==> src/rtl/pc_seq_pkg.sv <==
// Shared types and constants for the fetch-address sequencer.
package pc_seq_pkg;

  typedef enum logic [1:0] {BOOT, RUN, HALT} pc_state_t;

  localparam logic [31:0] DEFAULT_RESET_VECTOR = 32'h0000_0000;
  localparam logic [31:0] DEFAULT_TRAP_VECTOR  = 32'h0000_0100;
  localparam int          PC_STEP              = 4;

  // A target is misaligned when any of its low alignBits bits is set.
  function automatic logic isMisaligned(input logic [1:0] lowBits, input int alignBits);
    logic result;
    if (alignBits <= 1) result = lowBits[0];
    else                result = |lowBits;
    return result;
  endfunction

endpackage

==> src/rtl/pc_next_sel.sv <==
// Combinational next-PC selection with trap, double-fault and misalignment detection.
module pc_next_sel
  import pc_seq_pkg::*;
#(
  parameter int              XLEN        = 32,
  parameter logic [XLEN-1:0] TRAP_VECTOR = XLEN'(DEFAULT_TRAP_VECTOR),
  parameter int              ALIGN_BITS  = 2
) (
  input  logic            i_stall,
  input  logic            i_branchTaken,
  input  logic [XLEN-1:0] i_branchTarget,
  input  logic            i_jump,
  input  logic [XLEN-1:0] i_jumpTarget,
  input  logic            i_trap,
  input  logic            i_mret,
  input  logic [XLEN-1:0] i_pc,
  input  logic [XLEN-1:0] i_pcPlus4,
  input  logic [XLEN-1:0] i_epc,
  input  logic            i_inTrap,
  output logic [XLEN-1:0] o_nextPc,
  output logic            o_trapEntry,
  output logic            o_doubleFault,
  output logic            o_misaligned,
  output logic            o_mretTaken
);

  logic w_mretReq;
  logic w_jumpReq;
  logic w_branchReq;
  logic w_jumpMis;
  logic w_branchMis;
  logic w_fault;

  // A stall suppresses every redirect except a trap; jump outranks branch.
  assign w_mretReq   = i_mret && !i_stall && !i_trap;
  assign w_jumpReq   = i_jump && !i_stall && !i_trap && !w_mretReq;
  assign w_branchReq = i_branchTaken && !i_stall && !i_trap && !w_mretReq && !i_jump;
  assign w_jumpMis   = isMisaligned(i_jumpTarget[1:0], ALIGN_BITS);
  assign w_branchMis = isMisaligned(i_branchTarget[1:0], ALIGN_BITS);

  assign o_misaligned  = (w_jumpReq && w_jumpMis) || (w_branchReq && w_branchMis);
  assign w_fault       = i_trap || o_misaligned;
  assign o_trapEntry   = w_fault && !i_inTrap;
  assign o_doubleFault = w_fault && i_inTrap;
  assign o_mretTaken   = w_mretReq;

  // Pick the next fetch address in redirect priority order.
  always_comb begin
    o_nextPc = i_pcPlus4;
    if (w_fault)          o_nextPc = TRAP_VECTOR;
    else if (w_mretReq)   o_nextPc = i_epc;
    else if (w_jumpReq)   o_nextPc = i_jumpTarget;
    else if (w_branchReq) o_nextPc = i_branchTarget;
    else if (i_stall)     o_nextPc = i_pc;
  end

endmodule

==> src/rtl/pc_sequencer.sv <==
// Fetch-address generator: boot hold-off, PC/EPC registers, trap state and halt.
module pc_sequencer
  import pc_seq_pkg::*;
#(
  parameter int              XLEN         = 32,
  parameter logic [XLEN-1:0] RESET_VECTOR = XLEN'(DEFAULT_RESET_VECTOR),
  parameter logic [XLEN-1:0] TRAP_VECTOR  = XLEN'(DEFAULT_TRAP_VECTOR),
  parameter int              BOOT_DELAY   = 2,
  parameter int              ALIGN_BITS   = 2
) (
  input  logic            clk,
  input  logic            reset,
  input  logic            stall_i,
  input  logic            branch_taken_i,
  input  logic [XLEN-1:0] branch_target_i,
  input  logic            jump_i,
  input  logic [XLEN-1:0] jump_target_i,
  input  logic            trap_i,
  input  logic            mret_i,
  output logic [XLEN-1:0] pc_o,
  output logic [XLEN-1:0] pc_plus4_o,
  output logic            pc_valid_o,
  output logic [XLEN-1:0] epc_o,
  output logic            in_trap_o,
  output logic            misaligned_o,
  output logic            halted_o
);

  localparam int              CNT_W       = (BOOT_DELAY > 1) ? $clog2(BOOT_DELAY) : 1;
  localparam logic [CNT_W-1:0] CNT_LAST   = CNT_W'((BOOT_DELAY > 0) ? BOOT_DELAY - 1 : 0);
  localparam pc_state_t       RESET_STATE = (BOOT_DELAY == 0) ? RUN : BOOT;

  pc_state_t        r_state;
  logic [CNT_W-1:0] r_bootCnt;
  logic [XLEN-1:0]  r_pc;
  logic [XLEN-1:0]  r_epc;
  logic             r_inTrap;
  logic             r_misaligned;
  logic             r_halted;

  logic [XLEN-1:0]  w_pcPlus4;
  logic [XLEN-1:0]  w_nextPc;
  logic             w_trapEntry;
  logic             w_doubleFault;
  logic             w_misaligned;
  logic             w_mretTaken;

  assign w_pcPlus4 = r_pc + XLEN'(PC_STEP);

  pc_next_sel #(
    .XLEN        (XLEN),
    .TRAP_VECTOR (TRAP_VECTOR),
    .ALIGN_BITS  (ALIGN_BITS)
  ) u_nextSel (
    .i_stall        (stall_i),
    .i_branchTaken  (branch_taken_i),
    .i_branchTarget (branch_target_i),
    .i_jump         (jump_i),
    .i_jumpTarget   (jump_target_i),
    .i_trap         (trap_i),
    .i_mret         (mret_i),
    .i_pc           (r_pc),
    .i_pcPlus4      (w_pcPlus4),
    .i_epc          (r_epc),
    .i_inTrap       (r_inTrap),
    .o_nextPc       (w_nextPc),
    .o_trapEntry    (w_trapEntry),
    .o_doubleFault  (w_doubleFault),
    .o_misaligned   (w_misaligned),
    .o_mretTaken    (w_mretTaken)
  );

  // State machine: count out the boot delay, sequence the PC in RUN, freeze in HALT.
  always_ff @(posedge clk or posedge reset) begin
    if (reset) begin
      r_state      <= RESET_STATE;
      r_bootCnt    <= '0;
      r_pc         <= RESET_VECTOR;
      r_epc        <= '0;
      r_inTrap     <= 1'b0;
      r_misaligned <= 1'b0;
      r_halted     <= 1'b0;
    end else begin
      r_misaligned <= 1'b0;
      case (r_state)
        BOOT: begin
          if (r_bootCnt == CNT_LAST) r_state <= RUN;
          else                       r_bootCnt <= r_bootCnt + CNT_W'(1);
        end
        RUN: begin
          r_misaligned <= w_misaligned;
          if (w_doubleFault) begin
            r_state  <= HALT;
            r_halted <= 1'b1;
          end else begin
            r_pc <= w_nextPc;
            if (w_trapEntry) begin
              r_epc    <= r_pc;
              r_inTrap <= 1'b1;
            end else if (w_mretTaken) begin
              r_inTrap <= 1'b0;
            end
          end
        end
        HALT: begin
          r_halted <= 1'b1;
        end
        default: begin
          r_state  <= HALT;
          r_halted <= 1'b1;
        end
      endcase
    end
  end

  assign pc_o         = r_pc;
  assign pc_plus4_o   = w_pcPlus4;
  assign pc_valid_o   = (r_state == RUN);
  assign epc_o        = r_epc;
  assign in_trap_o    = r_inTrap;
  assign misaligned_o = r_misaligned;
  assign halted_o     = r_halted;

endmodule

==> config.mk <==
export PLATFORM = sky130hd
export DESIGN_NAME = pc_sequencer
export DESIGN_NICKNAME = d
export VERILOG_FILES = /design/src/rtl/pc_seq_pkg.sv /design/src/rtl/pc_next_sel.sv /design/src/rtl/pc_sequencer.sv
export SDC_FILE = /design/constraint.sdc
export NUM_CORES = 1
export LEC_CHECK = 0
export ABC_CLOCK_PERIOD_IN_PS = 2000
export BUFFER_PORTS_ARGS = -buffer_cell sky130_fd_sc_hd__clkbuf_2
export CAP_MARGIN = 15
export CORE_MARGIN = 8
export CORE_UTILIZATION = 25
export CTS_CLUSTER_DIAMETER = 120
export DETAILED_ROUTE_END_ITERATION = 10
export GPL_TIMING_DRIVEN = 1
export PLACE_DENSITY_LB_ADDON = 0.25
export SYNTH_ARGS = -nofsm -noshare
export SYNTH_HDL_FRONTEND = slang
export SYNTH_SLANG_ARGS = --single-unit
export TNS_END_PERCENT = 20
==> constraint.sdc <==
create_clock -name clk -period 2 [get_ports clk]
set_input_delay 0.2 -clock clk [delete_from_list [all_inputs] [get_ports clk]]
set_output_delay 0.2 -clock clk [all_outputs]
set_load 0.1 [all_outputs]
# Word level (Yosys, flattened, before mapping)
# Cells that the tools add are included.
[classes] n_mux=14 n_reduce_logical=29 addsub=2 bitwise_logic=3 eq_ne=5
[ops] cell="$mux W32" count=5
[ops] cell="$add A32 B3 Y32 const B" count=1
[ops] cell="$logic_and A1 B1 Y1" count=13
[ops] cell="$reduce_and A3 Y1" count=4
[ops] cell="$pmux W2 S3" count=1
[ops] cell="$logic_not A1 Y1" count=5
[ops] cell="$mux W1" count=5
[ops] cell="$ne A5 B1 Y1 const B" count=1
[ops] cell="$mux W2" count=2
[ops] cell="$reduce_or A2 Y1" count=2
[ops] cell="$not A1 Y1" count=3
[ops] cell="$eq A2 B1 Y1 const B" count=1
[ops] cell="$eq A2 B2 Y1 const B" count=1
[ops] cell="$logic_not A2 Y1" count=1
[ops] cell="$logic_or A1 B1 Y1" count=2
[ops] cell="$ne A2 B1 Y1 const B" count=1
[ops] cell="$ne A2 B2 Y1 const B" count=1
[ops] cell="$pmux W1 S2" count=1
[ops] cell="$reduce_and A2 Y1" count=1
[ops] cell="$reduce_bool A2 Y1" count=1
[ops] cell="$add A1 B1 Y1 const B" count=1
[totals] register_bits=70 elab_cells=60 inputBits=71

# Longest topological paths before layout
[logic_depth] depth_word=12 ltp_mapped=8 depth_no_buf=6

# Modules after synthesis
# From an unflattened synthesis, not the netlist that was laid out.
[unflattened] hier_cells=579 area_unflattened_um2=5333.9
[modules_own_cells] module="pc_sequencer" cells_per_inst=244 n_inst=1 area_per_inst_um2=3328.2
[modules_own_cells] module="pc_next_sel" cells_per_inst=335 n_inst=1 area_per_inst_um2=2005.7

# Worst setup path before layout
# Ideal clock, no wire load.
[synth_path] kind="reg2out" from="register r_pc[4] (netlist: pc_o[4])" to="output pc_plus4_o[27]" n_path_buf=1 slack_ps=-2212 path_stages_with_launch=6 required_ps=1800 t_arrival_ps=4012 cell_sequence="dfrtp_1 buf_2 nand3_1 or4_4 or4_4 xnor2_1"
[synth_between] elab_chain_cells=1
[synth_rtl] item="start: declaration" line_no="pc_sequencer.sv:35" text="logic [XLEN-1:0] r_pc;"
[synth_rtl] item="start signal: assignment" line_no="pc_sequencer.sv:96" text="r_pc <= w_nextPc;"
[synth_rtl] item="$add A32 B3 Y32" line_no="pc_sequencer.sv:48" text="assign w_pcPlus4 = r_pc + XLEN'(PC_STEP);"
[synth_rtl] item="end: declaration" line_no="pc_sequencer.sv:21" text="output logic [XLEN-1:0] pc_plus4_o,"
# Every way passes these cells.

# Worst setup path after layout
[layout_path] from="register r_pc[3] (netlist: pc_o[3])" to="output pc_plus4_o[27]"
# The elaborated chain is that of the path after synthesis.

==> results.yml <==
run_status:
  status: "finished with violations"
  violations: "setup timing"
timing:
  worst_slew_pin_slew_ns: 0.5771
  finalMaxSlewViolations: 0
  min_period_over_period_pct: 124.0
  finalHoldViolations: 0
  slew_headroom_pct: 61.69
  setup_ws_ns: -0.4808
  finalClockSkew_ns: 0.007731
  setup_viol: 21
  rsz0062_at_grt: "true"
  tns_ns: -5.110
  clock.fmax_mhz: 403.1
  post-route-min-period_ns: 2.481
layout:
  seq_area_sq_um: 1783
  multi_input_area_sq_um: 2922
  diodes: 0
  areaGrowthSynthToFinish_pct: 71.22
  nets: 830
  nFillCells: 1774
  drive_gt1_share_pct: 56.23
  finalInstanceArea_sq_um: 7674
placed_design:
  dp_hpwl_mm: 16.00
  gp_congestion: 0.8749
  placed_area_sq_um: 7074
  dp_slack_ns: -0.1278
  port-buffer-count: 170
pwr:
  pwr-share-clk_pct: 16.2
  power.density_nw_per_um2: 1197
  leakagePower_nw: 3.688
  seqPwrFrac_pct: 21.1
  p_sw_share_pct: 54.79
  combPwrFrac_pct: 62.8
  ir_drop_mv: 1.246
  power_mw: 9.185
  p_int_mw: 4.152
  power.switching_mw: 5.032
routing:
  ant_nets: 0
  drt_wl_total_mm: 20.55
  avgViaCountPerCell: 5.134
  routed-via-count: 5093
  dr.pass1.iters: 5
  drcViolationCount: 0
  wl_per_cell_um: 20.71
  dr.first_iter.drc_count: 284
die:
  rows: 49
  dieHeight_um: 149.9
  ios: 171
  start_util_pct: 25.21
  coreArea_sq_um: 17780
  dieArea_sq_um: 22470
  fp.dieW_um: 149.9
grt:
  track_usage_pct: 18.41
  grt_pass1_vias: 5526
  antenna_found_initial: 0
  grt_pass1_wl_mm: 31.68
  grt_max_degree: 35
  overflow: 0
yosys:
  avgSynthCellArea_sq_um: 9.184
  yosysMostFrequentCell: "dfrtp_1"
  synth_top_cell_by_area: "dfrtp_1"
  synth_flop_cell: "dfrtp_1"
  synthTopCellsByCount: "70 x dfrtp_1, 33 x o21ai_0, 32 x mux2_2, 32 x nor2_1, 30 x nand2_1"
  synth_cell_type_count: 64
  synthCells: 488
  synth_area_sq_um: 4482
  ys_seq_elements: 70
  synthTopCellsByArea: "dfrtp_1 39%, mux2_2 8.0%, xnor2_1 3.9%"
  seq_area_frac_synth_pct: 39.08
  async_flop_share_pct: 100.0
  synth_edf_count: 0
  syn_nets: 560
  ys.warnings.count: 0
  netlist.area_leader.share_pct: 39.08
critical_path:
  arrival_ns: 2.28
  path_class: "flop to output pin"
  critPathLaunchType: "flop"
  end_kind: "output pin"
  crit_fanout: 3
  cp.required_ns: 1.80
clock_network:
  cts_buffers: 9
  cts_tree: "built"
  worstSkewPairLatency_ns: 0.35
  clock_sinks: 70
  clk_pin_slew_ns: 0.05
  max-clock-path-buffers: 2
  htree_levels: 3
  cts_root_buf: "clkbuf_16"
run:
  cap_viol_max_count: 0
hold_path:
  hp-class: "input pin to flop"
-- metal layers --
metal  vias up  wire length [um]  track usage, %
met4         0               410           6.247
met2       197             10040           30.95
met3        25              1498           4.596
li1       2364                 -               -
met1      2507              8602           22.51
met5         -                 0               0
-- placed cells by master (no fill, tap or decap), types with 5 or more instances in the layout --
cell,count
xnor2_4,10
clkbuf_2,142
o21ai_0,33
o22ai_1,18
nand3_1,12
dfrtp_2,25
nor4_1,5
a211oi_1,6
nand4_1,10
a221o_1,5
nand2_1,26
xnor2_2,10
mux2_2,32
or2_2,6
clkbuf_16,9
nor3_1,8
nor2_1,32
buf_4,111
a21o_1,6
nor4_2,6
dfrtp_1,45
a21oi_1,24
o221ai_1,5
buf_12,34
inv_1,26
buf_6,7
a22o_1,10
-- final timing paths --
check                                    from              to  slack, ns  cells after the start
hold / removal             branch_target_i[7]         pc_o[7]       0.16                      3
setup reg to reg                      pc_o[3]        pc_o[17]       0.01                      9
max in group asynchronous               reset         pc_o[4]       0.87                      5
min in group asynchronous               reset       epc_o[27]       0.37                      3
setup / recovery                      pc_o[3]  pc_plus4_o[27]      -0.48                      6
hold reg to reg                     r_bootCnt       r_bootCnt       0.47                      1
-- metrics by stage --
stage / hold WS, ns / std cells / utilization (%)
after floorplan: 0.3962 / 488 / -
after global placement: 0.2032 / 951 / 39.79
after detailed placement: 0.1979 / 951 / 39.79
after CTS: 0.1515 / 986 / 42.72
after global routing: 0.2045 / 992 / 43.16
final: 0.1623 / 992 / 43.16
-- cells by family after synthesis --
family	after synthesis	synth area share (%)
AO/OA/AOI/OAI	149	23.12
XOR/XNOR	26	5.081
adder cells (fa/ha/maj)	1	0.2791
buffers and inverters	64	6.225
flip-flops	70	39.08
multiplexers	34	8.515
AND/OR/NAND/NOR	144	17.70
-- cell type report --
cell class                 count  share of cell area, %
multi-input combinational    354                  38.07
timing repair buffer         295                  30.15
clock inverter                 2                 0.1304
sequential                    70                  23.23
inverter                      28                  1.370
tap                          229                  3.734
clock buffer                  14                  3.310
-- power groups by stage --
stage / Sequential, mW / Clock [mW] / Combinational [mW]
after global placement: 1.95 / 0 / 5.56
after global routing: 1.97 / 1.58 / 5.96
after CTS: 1.92 / 1.52 / 5.77
after detailed placement: 1.97 / 0 / 5.57
after floorplan: 3.68 / 0 / 2.18
final: 1.94 / 1.49 / 5.76
-- what timing repair did --
item / in CTS / in global routing
resized for setup: 21 / 6
hold buffers: 1 / 0
setup buffers: 18 / 6
hold endpoints to repair: 15 / 0
pin swaps: 9 / 7
setup endpoints to repair: 26 / 30
-- worst max-delay path, cell delays in order (launching register included) --
cell and delay (ns):
dfrtp_2 0.40, buf_4 0.12, nand3_2 0.08, or4_4 0.45, or4_4 0.49, xnor2_4 0.21, buf_12 0.19
-- state kept, by name (all words and copies together), names as in the netlist --
name          count
halted_o          1
r_state           2
in_trap_o         1
pc_o             32
r_bootCnt         1
epc_o            32
misaligned_o      1
Note: power is estimated with default switching activity, not from simulation.
